[src/rtl/cpu_pkg.sv]
// rtl/cpu_pkg.sv - shared opcode, ALU-op and mux-select encodings for the accumulator CPU
package cpu_pkg;

   // Instruction opcodes live in IR[7:4]; IR[3:0] is a register index or immediate.
   localparam logic [3:0] OP_NOP  = 4'h0;
   localparam logic [3:0] OP_ADD  = 4'h1;
   localparam logic [3:0] OP_SUB  = 4'h2;
   localparam logic [3:0] OP_NOR  = 4'h3;
   localparam logic [3:0] OP_LDR  = 4'h4;
   localparam logic [3:0] OP_STR  = 4'h5;
   localparam logic [3:0] OP_BZR  = 4'h6;
   localparam logic [3:0] OP_BZI  = 4'h7;
   localparam logic [3:0] OP_BNR  = 4'h8;
   localparam logic [3:0] OP_BNI  = 4'h9;
   localparam logic [3:0] OP_SHL  = 4'hB;
   localparam logic [3:0] OP_SHR  = 4'hC;
   localparam logic [3:0] OP_LDI  = 4'hD;
   localparam logic [3:0] OP_HALT = 4'hF;

   // ALU operation codes driven by the controller on aluOp.
   localparam logic [3:0] ALU_ADD = 4'b0001;
   localparam logic [3:0] ALU_SUB = 4'b0010;
   localparam logic [3:0] ALU_NOR = 4'b0011;
   localparam logic [3:0] ALU_SHL = 4'b1011;
   localparam logic [3:0] ALU_SHR = 4'b1100;

   // Accumulator source select; 2'b01 is reserved and behaves as SEL_ALU.
   localparam logic [1:0] SEL_ALU = 2'b00;
   localparam logic [1:0] SEL_RSV = 2'b01;
   localparam logic [1:0] SEL_REG = 2'b10;
   localparam logic [1:0] SEL_IMM = 2'b11;

   // Program counter load source select.
   localparam logic SEL_PC_IMM = 1'b0;
   localparam logic SEL_PC_REG = 1'b1;

endpackage

[src/rtl/cpu_alu.sv]
// rtl/cpu_alu.sv - 8-bit combinational ALU with zero/negative flags
module cpu_alu
   import cpu_pkg::*;
(
   input  logic [3:0] alu_op,
   input  logic [7:0] a,
   input  logic [7:0] b,
   output logic [7:0] result,
   output logic       zero,
   output logic       neg
);

   // Operation select; a = register operand, b = accumulator. Unknown codes pass ACC through.
   always_comb begin
      result = b;
      case (alu_op)
         ALU_ADD: result = a + b;
         ALU_SUB: result = a - b;
         ALU_NOR: result = ~(a | b);
         ALU_SHL: result = {b[6:0], 1'b0};
         ALU_SHR: result = {1'b0, b[7:1]};
         default: result = b;
      endcase
   end

   assign zero = (result == 8'h00);
   assign neg  = result[7];

endmodule

[src/rtl/cpu_datapath.sv]
// rtl/cpu_datapath.sv - PC, IR, ACC, register file and ALU of the accumulator CPU
module cpu_datapath
   import cpu_pkg::*;
#(
   parameter int PC_W     = 8,
   parameter int RF_DEPTH = 16
)
(
   input  logic            clk,
   input  logic            rst,
   output logic [PC_W-1:0] imem_addr,
   input  logic [7:0]      imem_data,
   input  logic            loadIR,
   input  logic            incPC,
   input  logic            loadPC,
   input  logic            selPC,
   input  logic            loadAcc,
   input  logic [1:0]      selACC,
   input  logic            loadReg,
   input  logic [3:0]      aluOp,
   input  logic            halt,
   output logic [7:0]      instr,
   output logic            flagZ,
   output logic            flagN,
   output logic [7:0]      acc_out,
   output logic [PC_W-1:0] pc_out
);

   localparam int RF_AW = $clog2(RF_DEPTH);

   logic [PC_W-1:0] pc;
   logic [7:0]      ir;
   logic [7:0]      acc;
   logic [7:0]      rf [RF_DEPTH];

   logic [RF_AW-1:0] rf_idx;
   logic [7:0]       reg_out;
   logic [7:0]       imm_ext;
   logic [7:0]       alu_result;
   logic [7:0]       acc_next;
   logic [PC_W-1:0]  pc_target;

   // Single combinational read port addressed by the operand field of IR.
   assign rf_idx  = ir[RF_AW-1:0];
   assign reg_out = rf[rf_idx];
   assign imm_ext = {4'b0000, ir[3:0]};

   cpu_alu u_alu (
      .alu_op (aluOp),
      .a      (reg_out),
      .b      (acc),
      .result (alu_result),
      .zero   (flagZ),
      .neg    (flagN)
   );

   // Accumulator source mux; the reserved select code falls through to the ALU.
   always_comb begin
      acc_next = alu_result;
      case (selACC)
         SEL_REG: acc_next = reg_out;
         SEL_IMM: acc_next = imm_ext;
         default: acc_next = alu_result;
      endcase
   end

   // Branch target: a register value or the zero-extended immediate.
   always_comb begin
      pc_target = PC_W'(ir[3:0]);
      if (selPC == SEL_PC_REG)
         pc_target = PC_W'(reg_out);
   end

   // PC: halt freezes, an explicit load beats increment, increment wraps naturally.
   always_ff @(posedge clk or posedge rst) begin
      if (rst)
         pc <= '0;
      else if (!halt) begin
         if (loadPC)
            pc <= pc_target;
         else if (incPC)
            pc <= pc + PC_W'(1);
      end
   end

   // IR captures the fetched byte; reset leaves a NOP in place.
   always_ff @(posedge clk or posedge rst) begin
      if (rst)
         ir <= 8'h00;
      else if (loadIR && !halt)
         ir <= imem_data;
   end

   // ACC load from the selected source.
   always_ff @(posedge clk or posedge rst) begin
      if (rst)
         acc <= 8'h00;
      else if (loadAcc && !halt)
         acc <= acc_next;
   end

   // Register file write of the pre-edge ACC, which gives swap semantics with a same-cycle ACC load.
   always_ff @(posedge clk or posedge rst) begin
      if (rst) begin
         for (int i = 0; i < RF_DEPTH; i++)
            rf[i] <= 8'h00;
      end else if (loadReg && !halt) begin
         rf[rf_idx] <= acc;
      end
   end

   assign imem_addr = pc;
   assign pc_out    = pc;
   assign instr     = ir;
   assign acc_out   = acc;

endmodule

[config.mk]
export PLATFORM = sky130hd
export DESIGN_NAME = cpu_datapath
export DESIGN_NICKNAME = d
export VERILOG_FILES = /design/src/rtl/cpu_pkg.sv /design/src/rtl/cpu_alu.sv /design/src/rtl/cpu_datapath.sv
export SDC_FILE = /design/constraint.sdc
export NUM_CORES = 1
export LEC_CHECK = 0
export ABC_CLOCK_PERIOD_IN_PS = 5000
export CORE_ASPECT_RATIO = 1.4
export CORE_UTILIZATION = 54
export DETAILED_ROUTE_END_ITERATION = 12
export GPL_TIMING_DRIVEN = 0
export PLACE_DENSITY_LB_ADDON = 0.05
export SYNTH_ARGS = -nofsm -noshare
export SYNTH_HDL_FRONTEND = slang
export SYNTH_HIERARCHICAL = 1
export SYNTH_SLANG_ARGS = --single-unit
[constraint.sdc]
create_clock -name clk -period 5 [get_ports clk]
set_clock_uncertainty 0.15 [all_clocks]
set_input_delay 1 -clock clk [delete_from_list [all_inputs] [get_ports clk]]
set_output_delay 1 -clock clk [all_outputs]
set_load 0.05 [all_outputs]
---- Word level (Yosys, flattened, before mapping) ----
Cells that the tools add are included.
word-level totals
  register bits after elaboration ......... 152
  input port bits ......................... 23
  output and inout bits ................... 34
  word-level logic and storage cells ...... 54
cells by class
  $add $sub $neg .......................... 3
  $lt $le $gt $ge ......................... 2
  equality and inequality tests ........... 7
  muxes and demuxes ....................... 11
  bitwise operators ....................... 4
  reductions and logical operators ........ 8
operator list
  operator             count
  $bwmux 128           1
  $mux 8               6
  $pmux 8 s5           1
  $bmux 8 s4           1
  $demux 8 s4          1
  $pmux 8 s2           1
  $add 8x1->8 const B  1
  $add 8x8->8          1
  $eq 4x2->1 const B   2
  $eq 4x4->1 const B   2
  $logic_not 8->1      1
  $not 8->8            1
  $or 8x8->8           1
  $sub 8x8->8          1
  $ge 5x5->1 const B   1
  $lt 5x1->1 const B   1
  $not 4->5            1
  $eq 2x2->1 const B   2
  $eq 4x1->1 const B   1
  $logic_and 1x1->1    4
  $reduce_and 2->1     1
  $reduce_bool 2->1    1
  $logic_not 1->1      1
  $not 1->1            1

---- Logic depth before layout (Yosys ltp) ----
  depth after elaboration ................. 8
  mapped depth ............................ 18
  gate-level depth less buffers ........... 15

---- Modules after synthesis ----
The synthesis kept the hierarchy.
by module, submodules not included
  module        instances  cells an instance  area each (sq um)  seq. area each (sq um)
  cpu_datapath  1          529                7327.0             3803.6
  cpu_alu       1          126                913.4              0.0

---- Least setup slack after synthesis ----
OpenSTA, ideal clock, no wires.
  kind .................................... flip-flop to output port
  start point ............................. reg ir[1] (netlist: instr[1])
  end point ............................... out flagZ
  arrival ................................. 4714 ps
  data required time ...................... 3850 ps
  setup slack ............................. -864 ps
  stages on the path, launching flop included .. 12
  buffers on the path ..................... 1
  path through ............................ dfrtp_1 -> buf_6 -> mux4_2 -> mux2_2 -> mux2_2 -> ha_1 -> nor2_1 -> a211oi_1 -> o41ai_1 -> xnor2_1 -> o21ai_0 -> nor4_2
on the way
  elaborated cells on any way between the ends .. 10
  those cells by class .................... 2 x add/sub; 4 x mux; 3 x bitwise; 1 x reduce/logical
RTL lines
  item                                           RTL line                      source
  from (decl)                                    cpu_datapath.sv:32            logic [7:0] ir;
  from (signal assigned)                         cpu_datapath.sv:91            ir <= imem_data;
  $not 4->5 (implied by the code) (*)            cpu_datapath.sv:45            assign reg_out = rf[rf_idx];
  $bmux 8 s4 (*)                                 cpu_datapath.sv:45
  $mux 8 (implied by the code) (*) (2 in a row)  cpu_datapath.sv:45
  via reg_out[2]                                 cpu_datapath.sv:37            logic [7:0] reg_out;
  $sub 8x8->8 or $add 8x8->8 (tied branches)     cpu_alu.sv:18, cpu_alu.sv:17
  $pmux 8 s5 (*)                                 cpu_alu.sv:16                 case (alu_op)
  via flagN                                      cpu_datapath.sv:24            output logic flagN,
  $logic_not 8->1 (*)                            cpu_alu.sv:26                 assign zero = (result == 8'h00);
  to (decl)                                      cpu_datapath.sv:23            output logic flagZ,
The timed path passes the listed nets; every way through them passes the cells marked *. The select of a mux whose other input is x is not followed.

---- Worst setup path after layout ----
  start point ............................. in aluOp[2]
  end point ............................... out flagZ
on the way
  cells in the longest elaborated chain, start to end .. 3
  elaborated cells on any way between the ends .. 7
  those cells by class .................... 5 x eq/ne; 1 x mux; 1 x reduce/logical
RTL lines
  item                                RTL line            source
  from (decl)                         cpu_datapath.sv:20  input logic [3:0] aluOp,
  $eq 4x4->1 (tied with other cells)  cpu_alu.sv:16
  $pmux 8 s5 (*)                      cpu_alu.sv:16
  $logic_not 8->1 (*)                 cpu_alu.sv:26
Every way passes the cells marked *; elsewhere a longest branch is shown, timed or not.

==> metrics.txt <==
# TYPE chip_impl_metric gauge
chip_impl_info{name="worstHoldPathType",value="reg2reg"} 1
chip_impl_metric{name="first_pass_iters",unit=""} 5
chip_impl_metric{name="ios",unit=""} 57
chip_impl_metric{name="finalHoldWorstSlack",unit="ns"} 0.3476
chip_impl_metric{name="nFillCells",unit=""} 1123
chip_impl_metric{name="diodes",unit=""} 0
chip_impl_info{name="clock_tree.root_cell",value="clkbuf_16"} 1
chip_impl_metric{name="floorplan.initialDensity",unit=""} 0.5498
chip_impl_info{name="worst_setup_path_end_kind",value="output pin"} 1
chip_impl_metric{name="post_synth.cell_area_avg",unit="µm²"} 12.58
chip_impl_metric{name="drt-wirelength-per-cell",unit="µm"} 22.64
chip_impl_metric{name="via_count_of_the_first_global_routing_pass",unit=""} 6083
chip_impl_metric{name="number_of_synthesized_flops_with_an_enable_pin",unit=""} 0
chip_impl_metric{name="number_of_antenna_violations_at_the_first_check_in_global_routing",unit=""} 0
chip_impl_metric{name="post-dp-hpwl",unit="mm"} 15.17
chip_impl_info{name="cts_tree",value="yes"} 1
chip_impl_metric{name="sequential_group_share_of_total_power",unit=""} 0.357
chip_impl_metric{name="final_max_slew_viol_count",unit=""} 0
chip_impl_metric{name="clock_path_buffers",unit=""} 2
chip_impl_metric{name="synth-warning-count",unit=""} 6
chip_impl_metric{name="drtAntennaViolNets",unit=""} 0
chip_impl_metric{name="pwr-share-comb",unit=""} 0.384
chip_impl_metric{name="worstPathRequired",unit="ns"} 3.85
chip_impl_info{name="run_status",value="finished clean"} 1
chip_impl_metric{name="number_of_buffers_added_to_fix_hold_violations_after_cts",unit=""} 0
chip_impl_metric{name="postLayoutSetupSlackWorst",unit="ns"} 0.05215
chip_impl_metric{name="number_of_sinks_driven_by_the_clock_tree",unit=""} 152
chip_impl_metric{name="crit_arrival",unit="ns"} 3.80
chip_impl_metric{name="die-height",unit="µm"} 148.2
chip_impl_metric{name="cts_inserted_buffers",unit=""} 17
chip_impl_metric{name="p_leak",unit="nW"} 4.616
chip_impl_metric{name="max_clock_freq",unit="MHz"} 202.1
chip_impl_info{name="holdCritStartpoint",value="rf[99]"} 1
chip_impl_metric{name="grt_max_degree",unit=""} 45
chip_impl_info{name="most_frequent_standard_cell_in_the_layout_excluding_fill_and_tap_cells",value="dfrtp_1"} 1
chip_impl_info{name="rsz0062_at_grt",value="true"} 1
chip_impl_metric{name="timing.final.setup_violations",unit=""} 0
chip_impl_metric{name="rows",unit=""} 53
chip_impl_info{name="crit_type",value="in2out"} 1
chip_impl_metric{name="route.detailed.drc",unit=""} 0
chip_impl_metric{name="nets",unit=""} 789
chip_impl_info{name="worst_r2r_startpoint",value="instr[3]"} 1
chip_impl_metric{name="fp.coreArea",unit="µm²"} 14990
chip_impl_metric{name="period_share",unit=""} 0.9896
chip_impl_metric{name="layout_overhead_on_the_synthesized_area",unit="%"} 23.72
chip_impl_metric{name="synthesis.area",unit="µm²"} 8240
chip_impl_metric{name="power.share.clock",unit=""} 0.259
chip_impl_metric{name="wire_length_of_the_first_global_routing_pass",unit="mm"} 33.72
chip_impl_info{name="worstSetupStartpoint",value="aluOp[2]"} 1
chip_impl_info{name="postSynth.topFlopCell",value="dfrtp_1"} 1
chip_impl_metric{name="max_cap_viol",unit=""} 0
chip_impl_metric{name="grt_usage",unit=""} 0.2892
chip_impl_metric{name="drt-total-wl",unit="mm"} 21.73
chip_impl_metric{name="final_layout_size_suffix_gt1_frac",unit=""} 0.4010
chip_impl_metric{name="detailroute.via_count",unit=""} 5956
chip_impl_metric{name="h-tree-depth",unit=""} 4
chip_impl_metric{name="worst_margin_pin_slew",unit="ns"} 0.9545
chip_impl_metric{name="synth_cell_type_count",unit=""} 68
chip_impl_metric{name="place_ws",unit="ns"} -1.399
chip_impl_metric{name="floorplan.die_area",unit="µm²"} 15770
chip_impl_metric{name="peakVddDrop",unit="mV"} 0.3165
chip_impl_metric{name="placement.io_buffers",unit=""} 53
chip_impl_metric{name="power-per-cell-area",unit="nW/µm²"} 492.3
chip_impl_info{name="synth_top_cell_by_area",value="dfrtp_1"} 1
chip_impl_metric{name="timing.final.crit_period",unit="ns"} 4.948
chip_impl_metric{name="synth_sequential_area_ratio",unit=""} 0.4616
chip_impl_metric{name="power.share.switching",unit=""} 0.3541
chip_impl_metric{name="asyncSetResetFlopFracSynth",unit=""} 1.000
chip_impl_info{name="post_synth_main_area_contributors",value="dfrtp_1, mux2_2, mux4_2"} 1
chip_impl_metric{name="via_per_inst",unit=""} 6.204
chip_impl_metric{name="clkLatencyLatePin",unit="ns"} 0.42
chip_impl_metric{name="finalHoldViolations",unit=""} 0
chip_impl_info{name="worstSetupStartpointType",value="input port"} 1
chip_impl_metric{name="mappedNetlistNets",unit=""} 689
chip_impl_metric{name="detail_route.iter0.violations",unit=""} 382
chip_impl_metric{name="netlist_instances",unit=""} 655
chip_impl_metric{name="synth-seq-cells",unit=""} 152
chip_impl_metric{name="clkTransAtPathRegs",unit="ns"} 0.06
chip_impl_metric{name="p_sw",unit="mW"} 1.777
chip_impl_metric{name="grt_remaining_overflow",unit=""} 0
chip_impl_info{name="layout_common_cells",value="dfrtp_1, mux2_2, clkdlybuf4s50_1"} 1
chip_impl_metric{name="die-width",unit="µm"} 106.4
chip_impl_metric{name="timing.max_slew.rel_slack",unit=""} 0.3602
chip_impl_metric{name="synth.top_cell.area_share",unit=""} 0.4616
chip_impl_metric{name="gpl.final_weighted_congestion",unit=""} 0.8751
chip_impl_metric{name="power_report.internal_total",unit="mW"} 3.242
chip_impl_metric{name="report.power.total",unit="mW"} 5.019
chip_impl_metric{name="path_max_fanout",unit=""} 4
==> repair_timing <==
action	in CTS	in global routing
buffers inserted	8	18
resized for setup	53	46
cloned	0	0
setup endpoints to repair	2	2
pin swaps	10	20
==> cell usage after synthesis (10+ instances only) <==
| cell | count |
|---|---|
| dfrtp_1 | 152 |
| mux2_2 | 142 |
| nand2_1 | 31 |
| clkbuf_1 | 29 |
| nor2_1 | 29 |
| mux4_2 | 28 |
| a21oi_1 | 21 |
| o21ai_0 | 16 |
| inv_1 | 14 |
| buf_4 | 11 |
| nor2b_1 | 11 |
| buf_2 | 10 |
| ha_1 | 10 |
| xnor2_1 | 10 |
==> final cells by class <==
cell class / count / area [µm²] / area share
Buffer: 53 / 379.1 / 0.03719
Clock buffer: 18 / 439.2 / 0.04308
Clock inverter: 14 / 161.4 / 0.01583
Inverter: 14 / 56.30 / 0.005523
Multi-Input combinational cell: 435 / 4310 / 0.4228
Sequential cell: 152 / 3807 / 0.3735
Tap cell: 192 / 240.2 / 0.02356
Timing Repair Buffer: 82 / 800.8 / 0.07855
==> registers in the layout, summed over array words and instances, names as in the netlist <==
register,flops
acc_out,8
imem_addr,8
instr,8
rf,128
==> worst paths after layout <==
check,cells past startpoint,slack [ns],end
setup / recovery,14,0.05,flagZ
hold / removal,1,0.35,rf[99]
setup reg to reg,16,1.13,acc_out[7]
hold reg to reg,1,0.35,rf[99]
max in group asynchronous,4,2.90,instr[3]
min in group asynchronous,2,0.87,rf[36]
==> routing by layer <==
| layer | up-vias | track usage | part of all wire |
|---|---|---|---|
| met5 | - | 0 | 0 |
| met4 | 0 | 0.1361 | 0.038 |
| met3 | 58 | 0.05171 | 0.043 |
| met2 | 211 | 0.4932 | 0.52 |
| met1 | 3050 | 0.3553 | 0.40 |
| li1 | 2637 | - | - |
==> per-stage QoR <==
| stage | instances | instance area [µm²] | setup TNS [ns] | util |
|---|---|---|---|---|
| 2_1_floorplan | 655 | 8253 | -0.2027 | - |
| 3_3_place_gp | 900 | 9024 | -2.495 | 0.6021 |
| 3_5_place_dp | 903 | 9084 | -2.591 | 0.6061 |
| 4_1_cts | 942 | 9851 | 0 | 0.6573 |
| 5_1_grt | 960 | 10190 | -0.04643 | 0.6802 |
| 6_report | 960 | 10190 | 0 | 0.6802 |
==> power groups by stage <==
| stage | logic, mW | clock network (mW) | registers, mW |
|---|---|---|---|
| detailed placement | 1.66 | 0 | 1.80 |
| global route | 2.06 | 1.37 | 1.83 |
| global placement | 1.61 | 0 | 1.76 |
| CTS | 1.73 | 1.32 | 1.78 |
| floorplan | 1.11 | 0 | 1.85 |
| finish | 1.93 | 1.30 | 1.79 |
==> cells by family after synthesis <==
group / after synthesis / share of synthesized area
XOR/XNOR: 14 / 0.01488
adder cells (fa/ha/maj): 11 / 0.01761
AND/OR/NAND/NOR: 138 / 0.09551
flip-flops: 152 / 0.4616
AO/OA/AOI/OAI: 96 / 0.08290
multiplexers: 176 / 0.2864
buffers and inverters: 68 / 0.04115
==> critical path, cell delays in order <==
cell and delay [ns]:
dlygate4sd2_1 0.25, buf_6 0.12, nor4b_4 0.32, buf_4 0.20, nor2_1 0.07, xnor2_2 0.18, ha_4 0.29, nand2_1 0.06
a211oi_2 0.27, nor2_1 0.09, xor2_1 0.26, o2111ai_2 0.19, nor4_4 0.30, buf_6 0.19
(Power assumes the default switching activity.)
